===== src/rtl/if_fetch_controller.sv =====
// Instruction-fetch sequencer for a multi-cycle instruction memory.
// Owns the PC, issues word-aligned req/ready fetches, absorbs hazard
// freezes through a one-entry skid buffer, squashes in-flight fetches on
// branch redirects, and presents one registered slot to the IF/ID register.
module if_fetch_controller #(
   parameter logic [31:0] RESET_PC    = 32'd0,
   parameter int          STALL_CNT_W = 16
) (
   input  logic                   clk,
   input  logic                   rst,
   input  logic                   freeze,
   input  logic                   branch_taken,
   input  logic [31:0]            branch_address,
   output logic                   imem_req,
   output logic [31:0]            imem_addr,
   input  logic                   imem_ready,
   input  logic [31:0]            imem_rdata,
   output logic                   if_valid,
   output logic [31:0]            if_pc,
   output logic [31:0]            if_instruction,
   output logic [STALL_CNT_W-1:0] stall_cnt
);

   typedef enum logic [1:0] {
      S_FETCH,
      S_HOLD,
      S_SQUASH
   } state_t;

   localparam logic [STALL_CNT_W-1:0] STALL_MAX = '1;
   localparam logic [STALL_CNT_W-1:0] STALL_ONE = {{(STALL_CNT_W-1){1'b0}}, 1'b1};

   state_t                 r_state;
   logic [31:0]            r_pc;
   logic [31:0]            r_squashAddr;
   logic [31:0]            r_skidPc;
   logic [31:0]            r_skidInstr;
   logic                   r_valid;
   logic [31:0]            r_ifPc;
   logic [31:0]            r_instr;
   logic [STALL_CNT_W-1:0] r_stallCnt;

   logic        w_consume;
   logic        w_slotFree;
   logic [31:0] w_pcNext;
   logic [31:0] w_target;
   logic        w_stallTick;

   // The slot drains whenever it is occupied and IF/ID is not frozen;
   // the low two bits of a redirect target are dropped to keep fetches aligned.
   assign w_consume   = r_valid & ~freeze;
   assign w_slotFree  = ~r_valid | w_consume;
   assign w_pcNext    = r_pc + 32'd4;
   assign w_target    = branch_address & 32'hFFFF_FFFC;

   // A request is outstanding in FETCH and SQUASH, but never while reset is held.
   assign imem_req    = (r_state != S_HOLD) & ~rst;
   assign imem_addr   = (r_state == S_SQUASH) ? r_squashAddr : r_pc;
   assign w_stallTick = (imem_req & ~imem_ready) | (r_state == S_HOLD);

   assign if_valid       = r_valid;
   assign if_pc          = r_ifPc;
   assign if_instruction = r_instr;
   assign stall_cnt      = r_stallCnt;

   // Main FSM: PC, slot, skid buffer and squash bookkeeping; redirects win over everything else.
   always_ff @(posedge clk) begin
      if (rst) begin
         r_state      <= S_FETCH;
         r_pc         <= RESET_PC;
         r_squashAddr <= 32'd0;
         r_skidPc     <= 32'd0;
         r_skidInstr  <= 32'd0;
         r_valid      <= 1'b0;
         r_ifPc       <= 32'd0;
         r_instr      <= 32'd0;
      end else if (branch_taken) begin
         r_valid <= 1'b0;
         r_pc    <= w_target;
         case (r_state)
            S_FETCH: begin
               if (!imem_ready) begin
                  r_squashAddr <= r_pc;
                  r_state      <= S_SQUASH;
               end
            end
            S_HOLD:   r_state <= S_FETCH;
            S_SQUASH: r_state <= S_SQUASH;
            default:  r_state <= S_FETCH;
         endcase
      end else begin
         if (w_consume) begin
            r_valid <= 1'b0;
         end
         case (r_state)
            S_FETCH: begin
               if (imem_ready) begin
                  r_pc <= w_pcNext;
                  if (w_slotFree) begin
                     r_valid <= 1'b1;
                     r_ifPc  <= w_pcNext;
                     r_instr <= imem_rdata;
                  end else begin
                     r_skidPc    <= w_pcNext;
                     r_skidInstr <= imem_rdata;
                     r_state     <= S_HOLD;
                  end
               end
            end
            S_HOLD: begin
               if (w_consume) begin
                  r_valid <= 1'b1;
                  r_ifPc  <= r_skidPc;
                  r_instr <= r_skidInstr;
                  r_state <= S_FETCH;
               end
            end
            S_SQUASH: begin
               if (imem_ready) begin
                  r_state <= S_FETCH;
               end
            end
            default: r_state <= S_FETCH;
         endcase
      end
   end

   // Saturating count of cycles lost waiting on memory or parked in the skid state.
   always_ff @(posedge clk) begin
      if (rst) begin
         r_stallCnt <= '0;
      end else if (w_stallTick && (r_stallCnt != STALL_MAX)) begin
         r_stallCnt <= r_stallCnt + STALL_ONE;
      end
   end

endmodule


===== config.mk =====
export PLATFORM = sky130hd
export DESIGN_NAME = if_fetch_controller
export DESIGN_NICKNAME = d
export VERILOG_FILES = /design/src/rtl/if_fetch_controller.sv
export SDC_FILE = /design/constraint.sdc
export NUM_CORES = 1
export LEC_CHECK = 0
export ABC_CLOCK_PERIOD_IN_PS = 2550
export CAP_MARGIN = 20
export CORE_UTILIZATION = 45
export DETAILED_ROUTE_END_ITERATION = 8
export PLACE_DENSITY_LB_ADDON = 0.05
export RECOVER_POWER = 100
export SYNTH_ARGS = -nofsm -noshare
export SYNTH_HDL_FRONTEND = slang
export SYNTH_SLANG_ARGS = --single-unit

===== constraint.sdc =====
create_clock -name clk -period 2.55 [get_ports clk]
set_input_delay 0.3825 -clock clk [delete_from_list [all_inputs] [get_ports clk]]
set_output_delay 0.3825 -clock clk [all_outputs]
set_load 0.01 [all_outputs]

* Word-level counts from Yosys, hierarchy flattened
Cells that the tools add are included.
** Word-level totals
- Bits in registers :: 211
- Word-level logic and storage cells :: 72
- Input port bits :: 69
- Output and inout port bits :: 114
** Operators by class
- Reductions and logical operators :: 12
- Mux-type cells :: 25
- Add/sub/neg operators :: 2
- Eq/ne operators :: 12
- Bitwise gates (word level) :: 11
** Operator list (number)
- 32-bit two-way mux :: 10
- 32-bit case mux with 2 select lines :: 2
- 32-bit by 3-bit adder with 32-bit output (second input constant) :: 1
- 16-bit by 1-bit adder with 16-bit output (second input constant) :: 1
- 16-bit inequality test (second input constant) :: 1
- 3-bit inequality test (second input constant) :: 5
- 2-bit two-way mux :: 6
- 5-bit AND reduction :: 2
- 2-bit inequality test (second input constant) :: 3
- 1-bit inverter :: 6
- 2-bit case mux with 3 select lines :: 1
- 2-bit nonzero test :: 3
- 1-bit two-way mux :: 4
- 2-bit case mux with 2 select lines :: 1
- 2-bit AND reduction :: 2
- 4-bit AND reduction :: 1
- 1-bit AND :: 3
- 3-bit AND reduction :: 1
- 2-bit by 1-bit equality test with 1-bit output (second input constant) :: 1
- 2-bit equality test (second input constant) :: 1
- 2-bit logical NOT :: 1
- 2-bit by 1-bit inequality test with 1-bit output (second input constant) :: 1
- 1-bit bitwise OR :: 2
- 1-bit case mux with 2 select lines :: 1
- 2 further kinds :: 2

* Longest topological paths before layout
- Word-level depth :: 7
- Mapped depth :: 8
- Mapped depth without buffers :: 6

* Least setup slack after synthesis
Ideal clock, no wire load.
- Path kind :: input-to-reg
- Start point :: in imem_ready
- End point :: reg r_pc[18]
- Data arrival time :: 2020 ps
- Setup slack :: 444 ps
- Cell stages on the path :: 5
- Setup time :: 86 ps
- Path through :: or3b_1 > nor4_1 > nand4_1 > xor2_1 > a211oi_1
** On the way
- Longest elaborated chain between the ends :: 2
** Ends and longest elaborated chain
- start, declared :: RTL line 16 : input logic imem_ready,
- 2-bit nonzero test (no line)
- 2-bit AND reduction (no line)
- end signal, assigned :: RTL line 79 : r_pc <= w_target;
- end signal, assigned :: RTL line 98 : r_pc <= w_pcNext;
- end, declared :: RTL line 34 : logic [31:0] r_pc;
No other way between the ends.
A chain may end at the register's enable or synchronous reset.

* Worst setup path after layout
- Start point :: reg r_state[0]
- End point :: out imem_addr[3]
** On the way
- Longest elaborated chain between the ends :: 2
** Ends and longest elaborated chain
- start, declared :: RTL line 33 : state_t r_state;
- start signal, assigned :: RTL line 69 : r_state <= S_FETCH;
- start signal, assigned :: RTL line 84 : r_state <= S_SQUASH;
- start signal, assigned :: RTL line 87 : S_HOLD: r_state <= S_FETCH;
- 2-bit equality test :: RTL line 58 : assign imem_addr = (r_state == S_SQUASH) ? r_squashAddr : r_pc;
- 32-bit two-way mux :: RTL line 58
- end, declared :: RTL line 15 : output logic [31:0] imem_addr,
No other way between the ends.

==> run summary <==
status - finished, violations left
violated checks - capacitance limit, slew limit
class of the worst hold path - input port to flop
worst-case clock buffer depth - 3
CP Max Fanout - 8
cell area after synthesis - 9140 um^2
layout cell share with drive strength beyond 1 - 0.0694
CTS buffer count - 23
Crit Path Category - flop to output pin
startpoint type of the worst setup path - flop
power per cell area - 620 nW/um^2
Finished Core Util - 0.612
Final nets - 1422
Pre-Repair DR Iteration Count - 5
Hold Startpoint - rst
Fmax achieved - 405 MHz
Buffers on Ports - 176
io pins - 183
Register Area - 4070 um^2
Primary FF master, synth - dfxtp_1
Finish-stage setup viols - 0
WP data required - 2.17 ns
GRT Total Usage - 0.232
Clock Tree Root - clkbuf_16
H-tree depth - 1
Placement Rows - 51
Yosys top cell by area - dfxtp_1
Distinct cells, synth - 47
Synth area leaders - dfxtp_1 (44%), nand2_1 (13%), a21oi_1 (5.4%), nor2_1 (5.4%), xor2_1 (4.2%)
area of the multi-input gates - 4670 um^2
CP endpoint kind - output pin
Area growth syn-to-layout - 32.0%
Post-synth ARST share - 0
cell count after placement - 1589
clk slew on worst S/H paths - 0.06 ns
R2R Path Start - r_state[0]
placed cell areas - 11300 um^2
Post-Layout Inst Area - 12100 um^2
diode count - 0
Chip Width - 145 um
P_leak - 4.64 nW
max cap viols - 1
RSZ-0062 raised after global routing - no
top cell type's share of synthesized area - 0.445
Setup TNS - 0 ns
Syn Inst Count - 1203
Slew Viols, Final - 90
1st-iter DRT viols - 448
largest net degree at the start of global routing - 90
DRC Markers - 0
final worst-path cycle share - 0.969
Yosys Warn Count - 0
Vias - 8555
gpl congestion - 0.824
WP data arrival - 2.09 ns
GR Overflow Total - 0
Rel. slew slack - -0.272
total chip power - 7.49 mW
Post-DP HPWL - 16.2 mm
routed vias/inst - 5.24
die area - 20900 um^2
Starting Density - 0.464
core footprint - 19700 um^2
Hold Violations, Final - 0
Routed Antenna Nets - 0
first-pass GRT wire length - 38.9 mm
Worst Tran Pin Value - 1.91 ns
VDD IR max - 0.422 mV
Final Critical Period - 2.47 ns
CP Launch Point - r_state[0]
CTS tree - yes
share of the yosys chip area belonging to registers - 0.445
synthesized area per cell - 7.60 um^2
skew final - 0.00877 ns
non-filler cells, final - 1633
number of global-route vias before repair - 7610
post-DR wirelength/cell - 15.2 um
initial antenna violation count - 0
cts hold-fix bufs - 0
die height - 145 um
DRT Wirelength - 24.9 mm
Skew-Pair Late Insertion Delay - 0.51 ns
Post-synth EDFFs - 0
# fillers - 1815
flops & latches, synth - 203
TritonCTS Sinks - 203
-- cell usage in the layout (no fill, tap or decap), types with 21 or more instances in the layout --
cell type	synthesis	final
a211oi_1	48	48
a21oi_1	99	99
a311oi_1	36	36
and3_1	25	25
buf_4	4	30
clkbuf_16	0	24
clkdlybuf4s50_1	0	93
dfxtp_1	203	202
dlygate4sd3_1	0	81
nand2_1	327	327
nand4_1	21	21
nor2_1	132	132
xnor2_1	21	21
xor2_1	44	44
-- critical path, stage by stage (launching register included) --
cell,delay (ns)
dfxtp_2,0.36
buf_6,0.15
nand2b_4,0.19
buf_4,0.16
nand2_1,0.05
nand2_1,0.07
dlygate4sd3_1,0.59
-- where the power goes --
part / switching (mW) / internal [mW]
Clock: 1.33 / 1.92
Combinational: 0.456 / 0.409
Sequential: 0.0902 / 3.28
Total: 1.87 / 5.61
-- registers in the layout, summed over array words and instances (netlist names) --
signal	count
if_valid	1
r_state	2
if_pc	30
if_instruction	32
r_skidPc	30
r_pc	30
r_squashAddr	30
stall_cnt	16
r_skidInstr	32
-- metal layers --
metal | up-vias | wire, um | track usage
li1 | 4392 | - | -
met1 | 3910 | 11800 | 0.327
met2 | 221 | 11300 | 0.369
met3 | 32 | 1330 | 0.0338
met4 | 0 | 405 | 0.0620
met5 | - | 0 | 0
-- per-stage QoR --
step                hold WS (ns)  worst slack, ns
global placement           0.442           -0.136
CTS                        0.209          0.00904
detailed placement         0.447           -0.133
finish                     0.228           0.0785
global route               0.237           0.0101
floorplan                  0.437            0.444
-- cells by family after synthesis --
family	count (synthesis)	synth area share
simple gates	580	0.270
compound gates	233	0.165
flops	203	0.445
buf+inv	114	0.0494
xor+xnor	65	0.0623
mux	5	0.00547
fa+ha+maj	2	0.00274
other cells	1	0.000410
-- final cells by class --
class,count,area share
clock buffers,34,0.0552
clock inverters,8,0.00653
inverters,4,0.00124
multi-input cells,889,0.387
flip-flops and latches,203,0.337
well taps,265,0.0275
repair buffers,230,0.186
-- synth_stat cells (all sizes together), types with 3 or more instances --
cell type  count
and4           4
or4            3
mux2i          5
o22ai         14
xnor2         21
buf           15
or3            7
nand4         21
a311oi        36
dfxtp        203
inv            4
nand3         17
xor2          44
nand2        327
and3          25
and2           3
nor4          12
a211oi        49
o211ai         6
nand2b         3
a21oi         99
clkbuf        95
nor3          18
a211o          4
nor2         132
o21ai         14
-- what timing repair did --
action                                  CTS  global route
endpoints found under the setup margin   27            28
setup buffers                             0             1
cloned                                    0             1
gates resized for setup                   5             2
-- worst paths after layout --
check / endpoint / slack, ns / cells past startpoint
worst max-delay path: imem_addr[3] / 0.08 / 6
worst min-delay path: r_skidPc[2] / 0.23 / 2
worst max register to register: r_skidPc[8] / 0.28 / 6
worst min register to register: if_pc[10] / 0.45 / 2
Note: power is estimated with default switching activity, not from simulation.
